===== src/rtl/bist_march_ctrl.sv =====
// March C- memory BIST sequencer: drives an external up/down address generator and a
// single-port memory, checks read data and records the first failing address/element.
module bist_march_ctrl #(
    parameter int Adr_size  = 4,
    parameter int Data_size = 8
) (
    input  logic                 clk,
    input  logic                 rst,
    input  logic                 start,
    input  logic                 c_out,
    input  logic [Adr_size-1:0]  adres,
    output logic                 adr_en,
    output logic                 adr_up_down,
    output logic                 adr_pr_rst,
    output logic                 mem_re,
    output logic                 mem_we,
    output logic [Data_size-1:0] mem_wdata,
    input  logic [Data_size-1:0] mem_rdata,
    output logic                 busy,
    output logic                 done,
    output logic                 fail,
    output logic [Adr_size-1:0]  fail_adr,
    output logic [2:0]           fail_elem
);

    typedef enum logic [2:0] {
        ST_IDLE   = 3'd0,
        ST_PRESET = 3'd1,
        ST_READ   = 3'd2,
        ST_CHECK  = 3'd3,
        ST_WRITE  = 3'd4,
        ST_DONE   = 3'd5
    } state_t;

    // Elements M3/M4 walk downward, all others upward.
    function automatic logic elem_dir(input logic [2:0] e);
        case (e)
            3'd3, 3'd4: elem_dir = 1'b0;
            default:    elem_dir = 1'b1;
        endcase
    endfunction

    // Value each element expects to read back (r1 in M2/M4, r0 elsewhere).
    function automatic logic rd_bit(input logic [2:0] e);
        case (e)
            3'd2, 3'd4: rd_bit = 1'b1;
            default:    rd_bit = 1'b0;
        endcase
    endfunction

    // Value each element writes (w1 in M1/M3, w0 elsewhere).
    function automatic logic wr_bit(input logic [2:0] e);
        case (e)
            3'd1, 3'd3: wr_bit = 1'b1;
            default:    wr_bit = 1'b0;
        endcase
    endfunction

    state_t                state_r, next_state_s;
    logic [2:0]            elem_r, elem_next_s;
    logic                  adr_en_s, clr_fail_s, mismatch_s;
    logic [Data_size-1:0]  exp_rd_s;
    logic                  adr_up_down_r, adr_pr_rst_r, mem_re_r, mem_we_r;
    logic [Data_size-1:0]  mem_wdata_r;
    logic                  busy_r, done_r, fail_r;
    logic [Adr_size-1:0]   fail_adr_r;
    logic [2:0]            fail_elem_r;

    // Next-state, element sequencing, address step and read comparison.
    always_comb begin
        next_state_s = state_r;
        elem_next_s  = elem_r;
        adr_en_s     = 1'b0;
        clr_fail_s   = 1'b0;
        mismatch_s   = 1'b0;
        exp_rd_s     = rd_bit(elem_r) ? {Data_size{1'b1}} : {Data_size{1'b0}};
        case (state_r)
            ST_IDLE, ST_DONE: begin
                if (start) begin
                    next_state_s = ST_PRESET;
                    elem_next_s  = 3'd0;
                    clr_fail_s   = 1'b1;
                end else begin
                    next_state_s = state_r;
                end
            end
            ST_PRESET: begin
                if (elem_r == 3'd0) begin
                    next_state_s = ST_WRITE;
                end else begin
                    next_state_s = ST_READ;
                end
            end
            ST_READ: next_state_s = ST_CHECK;
            ST_CHECK: begin
                mismatch_s = (mem_rdata != exp_rd_s);
                // M5 is read-only, so its check is the last op of the address.
                if (elem_r != 3'd5) begin
                    next_state_s = ST_WRITE;
                end else if (c_out) begin
                    next_state_s = ST_DONE;
                end else begin
                    adr_en_s     = 1'b1;
                    next_state_s = ST_READ;
                end
            end
            ST_WRITE: begin
                if (!c_out) begin
                    adr_en_s     = 1'b1;
                    next_state_s = (elem_r == 3'd0) ? ST_WRITE : ST_READ;
                end else if (elem_r < 3'd5) begin
                    elem_next_s  = elem_r + 3'd1;
                    next_state_s = ST_PRESET;
                end else begin
                    next_state_s = ST_DONE;
                end
            end
            default: next_state_s = ST_IDLE;
        endcase
    end

    // State and element registers.
    always_ff @(posedge clk) begin
        if (rst) begin
            state_r <= ST_IDLE;
            elem_r  <= 3'd0;
        end else begin
            state_r <= next_state_s;
            elem_r  <= elem_next_s;
        end
    end

    // Strobes and status decoded from the upcoming state so they leave on flops.
    always_ff @(posedge clk) begin
        if (rst) begin
            adr_up_down_r <= 1'b1;
            adr_pr_rst_r  <= 1'b0;
            mem_re_r      <= 1'b0;
            mem_we_r      <= 1'b0;
            mem_wdata_r   <= {Data_size{1'b0}};
            busy_r        <= 1'b0;
            done_r        <= 1'b0;
        end else begin
            adr_up_down_r <= elem_dir(elem_next_s);
            adr_pr_rst_r  <= (next_state_s == ST_PRESET);
            mem_re_r      <= (next_state_s == ST_READ);
            mem_we_r      <= (next_state_s == ST_WRITE);
            mem_wdata_r   <= ((next_state_s == ST_WRITE) && wr_bit(elem_next_s)) ?
                             {Data_size{1'b1}} : {Data_size{1'b0}};
            busy_r        <= next_state_s inside {ST_PRESET, ST_READ, ST_CHECK, ST_WRITE};
            done_r        <= (next_state_s == ST_DONE);
        end
    end

    // Sticky fail flag; only the first mismatch of a run is recorded.
    always_ff @(posedge clk) begin
        if (rst || clr_fail_s) begin
            fail_r      <= 1'b0;
            fail_adr_r  <= {Adr_size{1'b0}};
            fail_elem_r <= 3'd0;
        end else if (mismatch_s) begin
            fail_r <= 1'b1;
            if (!fail_r) begin
                fail_adr_r  <= adres;
                fail_elem_r <= elem_r;
            end
        end
    end

    assign adr_en      = adr_en_s;
    assign adr_up_down = adr_up_down_r;
    assign adr_pr_rst  = adr_pr_rst_r;
    assign mem_re      = mem_re_r;
    assign mem_we      = mem_we_r;
    assign mem_wdata   = mem_wdata_r;
    assign busy        = busy_r;
    assign done        = done_r;
    assign fail        = fail_r;
    assign fail_adr    = fail_adr_r;
    assign fail_elem   = fail_elem_r;

endmodule


===== config.mk =====
export PLATFORM = sky130hd
export DESIGN_NAME = bist_march_ctrl
export DESIGN_NICKNAME = d
export VERILOG_FILES = /design/src/rtl/bist_march_ctrl.sv
export SDC_FILE = /design/constraint.sdc
export NUM_CORES = 1
export LEC_CHECK = 0
export CAP_MARGIN = 10
export CORE_ASPECT_RATIO = 1.75
export CORE_MARGIN = 8
export CORE_UTILIZATION = 48
export DETAILED_ROUTE_END_ITERATION = 10
export GPL_ROUTABILITY_DRIVEN = 0
export GPL_TIMING_DRIVEN = 0
export PLACE_DENSITY = 0.83
export SYNTH_ARGS = -nofsm -noshare
export SYNTH_HDL_FRONTEND = slang
export SYNTH_SLANG_ARGS = --single-unit
export TNS_END_PERCENT = 1

===== constraint.sdc =====
create_clock -name clk -period 5.6 [get_ports clk]
set_input_delay 1.68 -clock clk [delete_from_list [all_inputs] [get_ports clk]]
set_output_delay 1.68 -clock clk [all_outputs]
set_load 0.1 [all_outputs]

### Word-level counts from Yosys, hierarchy flattened

Index checks and enable logic that the tools add are counted.

| storage, ports and cells | value |
|---|---|
| flip-flop bits (word level) | 28 |
| output and inout port bits | 23 |
| word-level logic and storage cells | 65 |

| operators by class | value |
|---|---|
| $add $sub $neg | 1 |
| order comparisons | 1 |
| eq/ne operators | 17 |
| muxes and demuxes | 23 |
| bitwise gates (word level) | 1 |
| reduce and logical (&&, ||, !) cells | 10 |

Operators by type and width:

| cell | number |
|---|---|
| 3-bit two-way mux | 9 |
| 3-bit by 2-bit == test with 1-bit output (second input constant) | 6 |
| 3-bit == test (second input constant) | 6 |
| 8-bit two-way mux | 2 |
| 3-bit one-hot mux with 5 select lines | 1 |
| 3-bit by 1-bit == test with 1-bit output (second input constant) | 3 |
| 1-bit two-way mux | 9 |
| 8-bit inequality test | 1 |
| 2-bit OR reduction | 4 |
| 3-bit logical NOT | 2 |
| 3-bit one-hot mux with 2 select lines | 1 |
| 4-bit nonzero test | 1 |
| 3-bit by 1-bit adder with 3-bit output (second input constant) | 1 |
| 3-bit < comparator (second input constant) | 1 |
| 3-bit inequality test (second input constant) | 1 |
| 1-bit one-hot mux with 2 select lines | 1 |
| 2-bit AND reduction | 1 |
| 1-bit logical AND | 1 |
| 1-bit logical OR | 1 |
| 1-bit inverter | 1 |

### Depth between registers and ports, before layout

Gate-level depths: netlist of the first run.

| logic depth | value |
|---|---|
| depth in word-level cells | 10 |
| depth in mapped cells | 7 |

### Worst setup path after synthesis of the first run

OpenSTA, ideal clock, no wires.

| path | value |
|---|---|
| kind | input to output |
| start point | input c_out |
| end point | output adr_en |
| arrival | 3092 ps |
| data required time | 3920 ps |
| setup slack | 828 ps |
| stages on the path | 2 |
| cell sequence | buf_2 > nor2_1 |

| between the ends | value |
|---|---|
| cells in the longest elaborated chain, start to end | 3 |

Ends and longest elaborated chain:

| what | line | text |
|---|---|---|
| start: declaration | 10 | `input logic c_out,` |
| 1-bit two-way mux * | 100, 108 |  |
| 1-bit two-way mux | 98 | `if (elem_r != 3'd5) begin` |
| 1-bit one-hot mux with 2 select lines * | 77 | `case (state_r)` |
| end: declaration | 12 | `output logic adr_en,` |

Mark *: on every way between the ends. The rest lies on a longest branch, timed or not.

### Worst setup path after layout of the first run

Same ends and word-level chain as after synthesis.

==> flow_summary.json, run 1 <==
{
  "relSlewSlack_pct": 33.98,
  "synth_fp_nets": 150,
  "worstPathRequired_ns": 3.92,
  "via_per_inst": 5.559,
  "post_cts.repair.setup_buffers": 0,
  "fin_nets": 191,
  "syn_avg_cell_area_um2": 8.989,
  "powerDensity_nw_per_um2": 203.6,
  "grt_use_met1_pct": 12.82,
  "synth-edff-count": 0,
  "clk-insertion-delay-late_ns": 0.25,
  "period_share_pct": 84.73,
  "dpl_cell_area_um2": 1560,
  "start_util_pct": 50.76,
  "wirelength_um": 2912,
  "setup_violations": 0,
  "slew_viol_final": 0,
  "portBuffers": 36,
  "die_w_um": 53.30,
  "synth.distinct_cells": 48,
  "cp_slowest_stage_delay_ns": 1.13,
  "status": "finished, final reports clean",
  "cts.clk_slew.worst_paths_ns": 0.07,
  "rsz0062_at_grt": "no",
  "p_leak_nw": 0.6002,
  "critPathCaptureType": "primary output",
  "syn_inst": 130,
  "synth_ff_type": "dfxtp_1",
  "htree_levels": 1,
  "dr.pass1.iters": 4,
  "global_route.peak_usage_layer": "met2",
  "syn_area_um2": 1169,
  "max-vdd-ir-drop_mv": 0.1891,
  "final_common_cell": "clkdlybuf4s50_1",
  "grt_max_degree": 13,
  "synthToLayoutAreaGrowth_pct": 37.47,
  "skew_ns": 0.002329,
  "worstPathCellList": "buf_2 > nor2_1 > clkdlybuf4s50_1",
  "cts_resized": 0,
  "yosysWarnings": 0,
  "cts.root.buffer_cell": "clkbuf_8",
  "rows": 23,
  "holdWs_ns": 0.4988,
  "grt_pass1_vias": 1099,
  "final.min_clock_period_ns": 4.745,
  "hold_violations": 0,
  "cts_buffers": 3,
  "die_area_um2": 4332,
  "ys_seq_area_share_pct": 35.97,
  "wl_per_cell_um": 14.93,
  "cp-start-kind": "input port",
  "ioPinCount": 39,
  "gr-usage-met3_pct": 2.925,
  "crit_fanout": 9,
  "post-dp-hpwl_um": 2340,
  "cts_hold_buffers": 0,
  "clk_path_buf_depth": 2,
  "die_h_um": 81.27,
  "fmax_ghz": 0.2108,
  "vias": 1084,
  "path_class": "input port to primary output",
  "yosys_register_bits": 21,
  "hold_class": "flip-flop to flip-flop",
  "grt_pass1_wl_um": 4629,
  "arrival_ns": 3.06,
  "worst_slew_pin_slew_ns": 0.9872,
  "n_fill_cell": 182,
  "post-route-cell-area_um2": 1607,
  "path_delay_family": "buffers and inverters",
  "drt_iter0_markers": 48,
  "diodes": 0,
  "drive_gt1_share_pct": 13.53,
  "grt_usage_pct": 13.66,
  "core_um2": 2302,
  "synthArstFlopShare_pct": 0,
  "cts.sinks": 21,
  "gr-usage-met2_pct": 25.59,
  "route.detailed.drc": 0,
  "antenna_found_initial": 0,
  "cts_tree": "done",
  "ant_nets": 0,
  "grt_overflow": 0,
  "slowest_stage": "clkdlybuf4s50_1",
  "path_buf_inv": 2,
  "fin_tns_setup_ns": 0,
  "layout_common_cells": "36 x clkdlybuf4s50_1, 21 x dfxtp_1, 19 x nor2_1",
  "maxCapViolCount": 0
}
-- cells in the mapped netlist (2+ instances only) --
library cell / number / area [um^2]
nor2b_1: 5 / 31.28
nand2b_1: 3 / 18.77
buf_2: 4 / 20.02
nor2_1: 19 / 71.32
buf_4: 8 / 60.06
nand2_1: 4 / 15.01
nand3_1: 3 / 15.01
o21ai_0: 2 / 10.01
ha_1: 4 / 50.05
and3_1: 2 / 12.51
or4_1: 2 / 15.01
nand4_1: 3 / 18.77
a21boi_0: 2 / 15.01
mux2i_1: 9 / 90.09
inv_1: 7 / 26.28
dfxtp_1: 21 / 420.4
-- per-layer routing --
layer / part of all wire [%] / wire length, um
met3: 6.2 / 181
met1: 35 / 1020
met2: 56 / 1641
met4: 2.4 / 69
met5: 0 / 0
-- per-stage QoR --
| step | utilization (%) | power, mW | std cells | worst slack, ns |
|---|---|---|---|---|
| global placement | 67.77 | 0.2343 | 191 | 0.8568 |
| floorplan | - | 0.2124 | 130 | 0.8277 |
| global route | 69.78 | 0.3423 | 195 | 0.7997 |
| finish | 69.78 | 0.3272 | 195 | 0.8551 |
| detailed placement | 67.77 | 0.2368 | 191 | 0.8507 |
| CTS | 69.78 | 0.3313 | 195 | 0.8504 |
-- tightest hold or removal path, cell delays in order, from the launching register on --
cell and delay (ns):
dfxtp_1 0.33, mux2i_1 0.06, nor2_1 0.07
-- where the power goes --
| group | switching (mW) | internal, mW |
|---|---|---|
| logic | 0.0503 | 0.0279 |
| registers | 0.00174 | 0.154 |
| clock network | 0.0442 | 0.0494 |
| total | 0.0962 | 0.231 |
-- path summary, 6_finish.rpt --
kind | from | to | slack, ns | depth (start not counted)
worst max register to register | elem_r[0]$_SDFF_PP0_ | fail_elem[2]$_SDFFE_PP0P_ | 3.34 | 7
worst max-delay path | c_out | adr_en | 0.86 | 3
worst min-delay path | fail_adr[1]$_SDFFE_PP0P_ | fail_adr[1]$_SDFFE_PP0P_ | 0.50 | 2
worst min register to register | fail_adr[1]$_SDFFE_PP0P_ | fail_adr[1]$_SDFFE_PP0P_ | 0.50 | 2
-- cell type report --
type                            count  area [um^2]  area share (%)
Clock inverter                      1        5.005          0.3115
Inverter                            7        26.28           1.636
Timing Repair Buffer               36        360.3           22.43
Multi-Input combinational cell     89        638.1           39.72
Buffer                             13        83.83           5.218
Tap cell                           25        31.28           1.947
Sequential cell                    21        420.4           26.17
Clock buffer                        3        41.29           2.570
-- registers in the layout, indices dropped and copies added, names as in the netlist --
name and count:
adr_pr_rst 1, adr_up_down 1, busy 1, done 1
elem_r 3, fail 1, fail_adr 4, fail_elem 3
mem_re 1, mem_wdata 1, mem_we 1, state_r 3
-- kinds of logic after synthesis --
logic type	Yosys count	share of synthesized area (%)
DFF	21	35.97
adders and majority gates	4	4.283
xor gates and xnor gates	1	0.7496
AOI/OAI and AO/OA	22	15.74
and+or+nand+nor	52	24.20
buffers and inverters	20	9.422
muxes	10	9.636
(Power assumes the default switching activity.)
==> inputs of run 2 (changes only) <==
--- a/config.mk
+++ b/config.mk
@@ -8,11 +8,11 @@
 export CAP_MARGIN = 10
 export CORE_ASPECT_RATIO = 1.75
 export CORE_MARGIN = 8
-export CORE_UTILIZATION = 48
+export CORE_UTILIZATION = 45
 export DETAILED_ROUTE_END_ITERATION = 10
 export GPL_ROUTABILITY_DRIVEN = 0
 export GPL_TIMING_DRIVEN = 0
-export PLACE_DENSITY = 0.83
+export PLACE_DENSITY = 0.79
 export SYNTH_ARGS = -nofsm -noshare
 export SYNTH_HDL_FRONTEND = slang
 export SYNTH_SLANG_ARGS = --single-unit
==> constraint.sdc (replaced) <==
create_clock -name clk -period 4.6 [get_ports clk]
set_input_delay 1.38 -clock clk [delete_from_list [all_inputs] [get_ports clk]]
set_output_delay 1.38 -clock clk [all_outputs]
set_load 0.1 [all_outputs]
==> flow_summary.json, run 2 (same netlist as run 1, synthesis figures left out) <==
{
  "cts.sinks": 21,
  "drive_gt1_share_pct": 12.94,
  "hold_violations": 0,
  "relSlewSlack_pct": 34.11,
  "dr.pass1.iters": 4,
  "die_w_um": 54.52,
  "whs_path_depth": 2,
  "worstPathRequired_ns": 3.22,
  "clockPowerShare_pct": 28.3,
  "grt_overflow": 0,
  "rsz0062_at_grt": "no",
  "crit_path_end": "adr_en",
  "ant_nets": 0,
  "cts_hold_buffers": 0,
  "setup_violations": 0,
  "crit_fanout": 9,
  "grt_max_degree": 12,
  "portBuffers": 36,
  "r2r-end": "fail_adr[0]$_SDFFE_PP0P_",
  "grt_pass1_wl_um": 4692,
  "powerDensity_nw_per_um2": 246.8,
  "clk-insertion-delay-late_ns": 0.25,
  "worst_slew_pin_slew_ns": 0.9853,
  "cts_tree": "done",
  "cts_buffers": 3,
  "dpl_cell_area_um2": 1562,
  "fin_tns_setup_ns": 0,
  "skew_ns": 0.002417,
  "cts_resized": 0,
  "ioPinCount": 39,
  "p_leak_nw": 0.5974,
  "final.min_clock_period_ns": 4.165,
  "largest_register_ffs": 4,
  "p_sw_share_pct": 28.76,
  "synthToLayoutAreaGrowth_pct": 37.47,
  "p_int_uw": 282.4,
  "wl_per_cell_um": 14.54,
  "clk_path_buf_depth": 2,
  "antenna_found_initial": 0,
  "critPathCaptureType": "primary output",
  "hold_class": "flip-flop to flip-flop",
  "wirelength_um": 2850,
  "period_share_pct": 90.54,
  "route.detailed.drc": 0,
  "drt_iter0_markers": 25,
  "r2r_start": "elem_r[0]$_SDFF_PP0_",
  "rows": 24,
  "cts.clk_slew.worst_paths_ns": 0.07,
  "htree_levels": 1,
  "arrival_ns": 2.78,
  "maxCapViolCount": 0,
  "start_util_pct": 46.89,
  "p_switching_uw": 114.0,
  "seq_power_share_pct": 47.7,
  "cp-startpoint": "c_out",
  "die_area_um2": 4548,
  "core_um2": 2492,
  "layout_common_cells": "36 x clkdlybuf4s50_1, 21 x dfxtp_1, 19 x nor2_1",
  "fin_nets": 191,
  "combPwrFrac_pct": 23.9,
  "via_per_inst": 5.388,
  "post-route-cell-area_um2": 1607,
  "final_core_util_pct": 64.46,
  "fmax_ghz": 0.2401,
  "cp-start-kind": "input port",
  "r2r_cells": 7,
  "diodes": 0,
  "slew_viol_final": 0,
  "max-vdd-ir-drop_mv": 0.2132,
  "post-dp-hpwl_um": 2292,
  "cts.root.buffer_cell": "clkbuf_8",
  "status": "finished, final reports clean",
  "post_cts.repair.setup_buffers": 0,
  "path_class": "input port to primary output",
  "r2r_setup_slack_ns": 2.33,
  "die_h_um": 83.42,
  "final_common_cell": "clkdlybuf4s50_1",
  "grt_pass1_vias": 1035,
  "vias": 1056,
  "grt_usage_pct": 12.85
}
==> run 2: cell count changes in the layout (fill, tap and decap cells not counted), sizes merged <==
cell	before	now
clkinv	1	0
clkbuf	4	5
==> run 2: routing by layer <==
layer | global-route usage [%] | part of all wire [%] | up-vias
met4 | 3.829 | 1.0 | 0
li1 | - | - | 527
met1 | 13.24 | 37 | 509
met5 | 0 | 0 | -
met2 | 24.00 | 58 | 16
met3 | 1.964 | 3.6 | 4
==> run 2: power groups by stage <==
stage	registers (mW)	clock network, mW	logic, mW
floorplan	0.218	0	0.0409
global placement	0.193	0	0.0920
detailed placement	0.193	0	0.0941
CTS	0.189	0.116	0.0944
global route	0.190	0.122	0.101
finish	0.189	0.112	0.0948
==> run 2: worst min-delay path by stage <==
stage,startpoint,to
detailed placement,fail_adr[3]$_SDFFE_PP0P_,fail_adr[3]$_SDFFE_PP0P_
CTS,fail_adr[3]$_SDFFE_PP0P_,fail_adr[3]$_SDFFE_PP0P_
finish,fail_adr[3]$_SDFFE_PP0P_,fail_adr[3]$_SDFFE_PP0P_
global placement,fail_adr[2]$_SDFFE_PP0P_,fail_adr[2]$_SDFFE_PP0P_
global route,fail_elem[0]$_SDFFE_PP0P_,fail_elem[0]$_SDFFE_PP0P_
floorplan,elem_r[1]$_SDFF_PP0_,fail_elem[1]$_SDFFE_PP0P_
==> run 2: layout make-up <==
class	count	area, um^2
buffer	13	83.83
clock buffer	4	45.04
sequential	21	420.4
fill	218	885.9
inverter	7	26.28
timing repair buffer	36	360.3
tap	26	32.53
multi-input combinational	89	638.1
==> run 2: critical path, cell delays in order <==
cell and delay, ns:
buf_2 0.15, nor2_1 0.12, clkdlybuf4s50_1 1.14
==> run 2: per-stage QoR <==
| step | setup slack (ns) | cells | hold WS [ns] | power [mW] |
|---|---|---|---|---|
| global placement | 0.4546 | 192 | 0.4754 | 0.2852 |
| CTS | 0.4307 | 196 | 0.5008 | 0.3998 |
| finish | 0.4352 | 196 | 0.4940 | 0.3964 |
| detailed placement | 0.4321 | 192 | 0.4842 | 0.2876 |
| floorplan | 0.4277 | 130 | 0.5481 | 0.2585 |
| global route | 0.3921 | 196 | 0.5240 | 0.4126 |
==> inputs of run 3 (changes only) <==
--- a/config.mk
+++ b/config.mk
@@ -7,7 +7,6 @@
 export LEC_CHECK = 0
 export CAP_MARGIN = 10
 export CORE_ASPECT_RATIO = 1.75
-export CORE_MARGIN = 8
 export CORE_UTILIZATION = 45
 export DETAILED_ROUTE_END_ITERATION = 10
 export GPL_ROUTABILITY_DRIVEN = 0
==> flow_summary.json, run 3 (same netlist as run 1, synthesis figures left out) <==
{
  "route.detailed.drc": 0,
  "hold_violations": 0,
  "r2r-end": "fail_adr[0]$_SDFFE_PP0P_",
  "instances_no_fill": 196,
  "period_share_pct": 90.50,
  "cts.sinks": 21,
  "worst_slew_pin_slew_ns": 0.9901,
  "cts_buffers": 3,
  "cp-startpoint": "c_out",
  "start_util_pct": 47.46,
  "wl_per_cell_um": 13.51,
  "status": "finished, final reports clean",
  "portBuffers": 36,
  "seq_power_share_pct": 47.4,
  "slew_viol_final": 0,
  "grt_pass1_wl_um": 4340,
  "clk-insertion-delay-late_ns": 0.25,
  "powerDensity_nw_per_um2": 248.6,
  "arrival_ns": 2.78,
  "cp-start-kind": "input port",
  "die_w_um": 40.52,
  "grt_pass1_vias": 1024,
  "post_cts.repair.setup_buffers": 0,
  "worstPathCellList": "buf_2 > nor2_1 > clkdlybuf4s50_1",
  "via_per_inst": 5.408,
  "synthToLayoutAreaGrowth_pct": 37.47,
  "p_leak_nw": 0.5974,
  "grt_usage_pct": 21.78,
  "rsz0062_at_grt": "no",
  "rows": 24,
  "dp_cells": 192,
  "clk_path_buf_depth": 2,
  "fin_tns_setup_ns": 0,
  "final_common_cell": "clkdlybuf4s50_1",
  "drive_gt1_share_pct": 12.94,
  "r2r_setup_slack_ns": 2.34,
  "critPathCaptureType": "primary output",
  "die_area_um2": 2813,
  "combPwrFrac_pct": 23.7,
  "slowest_stage": "clkdlybuf4s50_1",
  "whs_path_depth": 2,
  "fin_nets": 191,
  "die_h_um": 69.42,
  "cp_slowest_stage_delay_ns": 1.13,
  "cts.clk_slew.worst_paths_ns": 0.07,
  "largest_register_ffs": 4,
  "maxCapViolCount": 0,
  "setup_violations": 0,
  "core_um2": 2462,
  "p_switching_uw": 116.7,
  "cts.root.buffer_cell": "clkbuf_8",
  "r2r_start": "elem_r[0]$_SDFF_PP0_",
  "hold_class": "flip-flop to flip-flop",
  "vias": 1060,
  "relSlewSlack_pct": 33.79,
  "htree_levels": 1,
  "r2r_cells": 7,
  "p_sw_share_pct": 29.22,
  "crit_fanout": 9,
  "path_class": "input port to primary output",
  "worstPathRequired_ns": 3.22,
  "fmax_ghz": 0.2402,
  "grt_max_degree": 12,
  "crit_path_end": "adr_en",
  "grt_overflow": 0,
  "path_buf_inv": 2,
  "ioPinCount": 39,
  "diodes": 0,
  "post-dp-hpwl_um": 2083,
  "cts_tree": "done",
  "ant_nets": 0,
  "drt_iter0_markers": 35,
  "wirelength_um": 2648,
  "critical_path_depth": 3,
  "antenna_found_initial": 0,
  "path_delay_family": "buffers and inverters",
  "max-vdd-ir-drop_mv": 0.2377,
  "final.min_clock_period_ns": 4.163,
  "power.total_uw": 399.4,
  "layout_common_cells": "36 x clkdlybuf4s50_1, 21 x dfxtp_1, 19 x nor2_1",
  "clockPowerShare_pct": 28.9,
  "dr.pass1.iters": 4,
  "skew_ns": 0.003181,
  "cts_hold_buffers": 0,
  "cts_resized": 0,
  "p_int_uw": 282.7
}
-- run 3: cell counts in the layout (fill, tap and decap cells not counted) --
Identical to the previous run, type by type.
-- run 3: metal layers --
layer	GRT usage, %	wire length (um)
met5	0	0
met4	12.96	100
met3	2.885	65
met2	35.27	1443
met1	24.90	1039
-- run 3: metrics by stage --
stage | setup slack (ns) | cell area (um^2) | utilization [%] | hold slack (ns)
floorplan | 0.4277 | 1169 | - | 0.5481
global placement | 0.4561 | 1562 | 63.41 | 0.4756
detailed placement | 0.4293 | 1562 | 63.41 | 0.4872
CTS | 0.4274 | 1607 | 65.24 | 0.5075
global route | 0.3665 | 1607 | 65.24 | 0.5379
finish | 0.4368 | 1607 | 65.24 | 0.5003
-- run 3: how the worst min path moves through the flow --
| stage | slack (ns) | end | from |
|---|---|---|---|
| 2_1_floorplan | 0.55 | fail_elem[1]$_SDFFE_PP0P_ | elem_r[1]$_SDFF_PP0_ |
| 3_3_place_gp | 0.48 | fail_adr[1]$_SDFFE_PP0P_ | fail_adr[1]$_SDFFE_PP0P_ |
| 3_5_place_dp | 0.49 | fail_elem[0]$_SDFFE_PP0P_ | fail_elem[0]$_SDFFE_PP0P_ |
| 4_1_cts | 0.51 | fail_adr[1]$_SDFFE_PP0P_ | fail_adr[1]$_SDFFE_PP0P_ |
| 5_1_grt | 0.54 | fail_elem[2]$_SDFFE_PP0P_ | fail_elem[2]$_SDFFE_PP0P_ |
| 6_report | 0.50 | fail_elem[0]$_SDFFE_PP0P_ | fail_elem[0]$_SDFFE_PP0P_ |
-- run 3: area by class of cell --
cell class / count / area (um^2)
Buffer: 13 / 83.83
Sequential cell: 21 / 420.4
Clock buffer: 4 / 45.04
Fill cell: 204 / 855.8
Multi-Input combinational cell: 89 / 638.1
Tap cell: 26 / 32.53
Inverter: 7 / 26.28
Timing Repair Buffer: 36 / 360.3
-- run 3: worst register-to-register path, stage by stage (launching register included) --
cell	delay, ns
dfxtp_1	0.47
inv_1	0.11
ha_1	0.26
mux2i_4	0.21
nor3_2	0.10
a2111oi_4	0.66
mux2i_1	0.27
nor2_1	0.06
-- run 3: power by group through the flow --
| stage | combinational, mW | sequential [mW] | clock, mW |
|---|---|---|---|
| 6_report | 0.0946 | 0.189 | 0.115 |
| 5_1_grt | 0.101 | 0.190 | 0.128 |
| 4_1_cts | 0.0943 | 0.189 | 0.119 |
| 3_5_place_dp | 0.0933 | 0.194 | 0 |
| 3_3_place_gp | 0.0917 | 0.193 | 0 |
| 2_1_floorplan | 0.0409 | 0.218 | 0 |
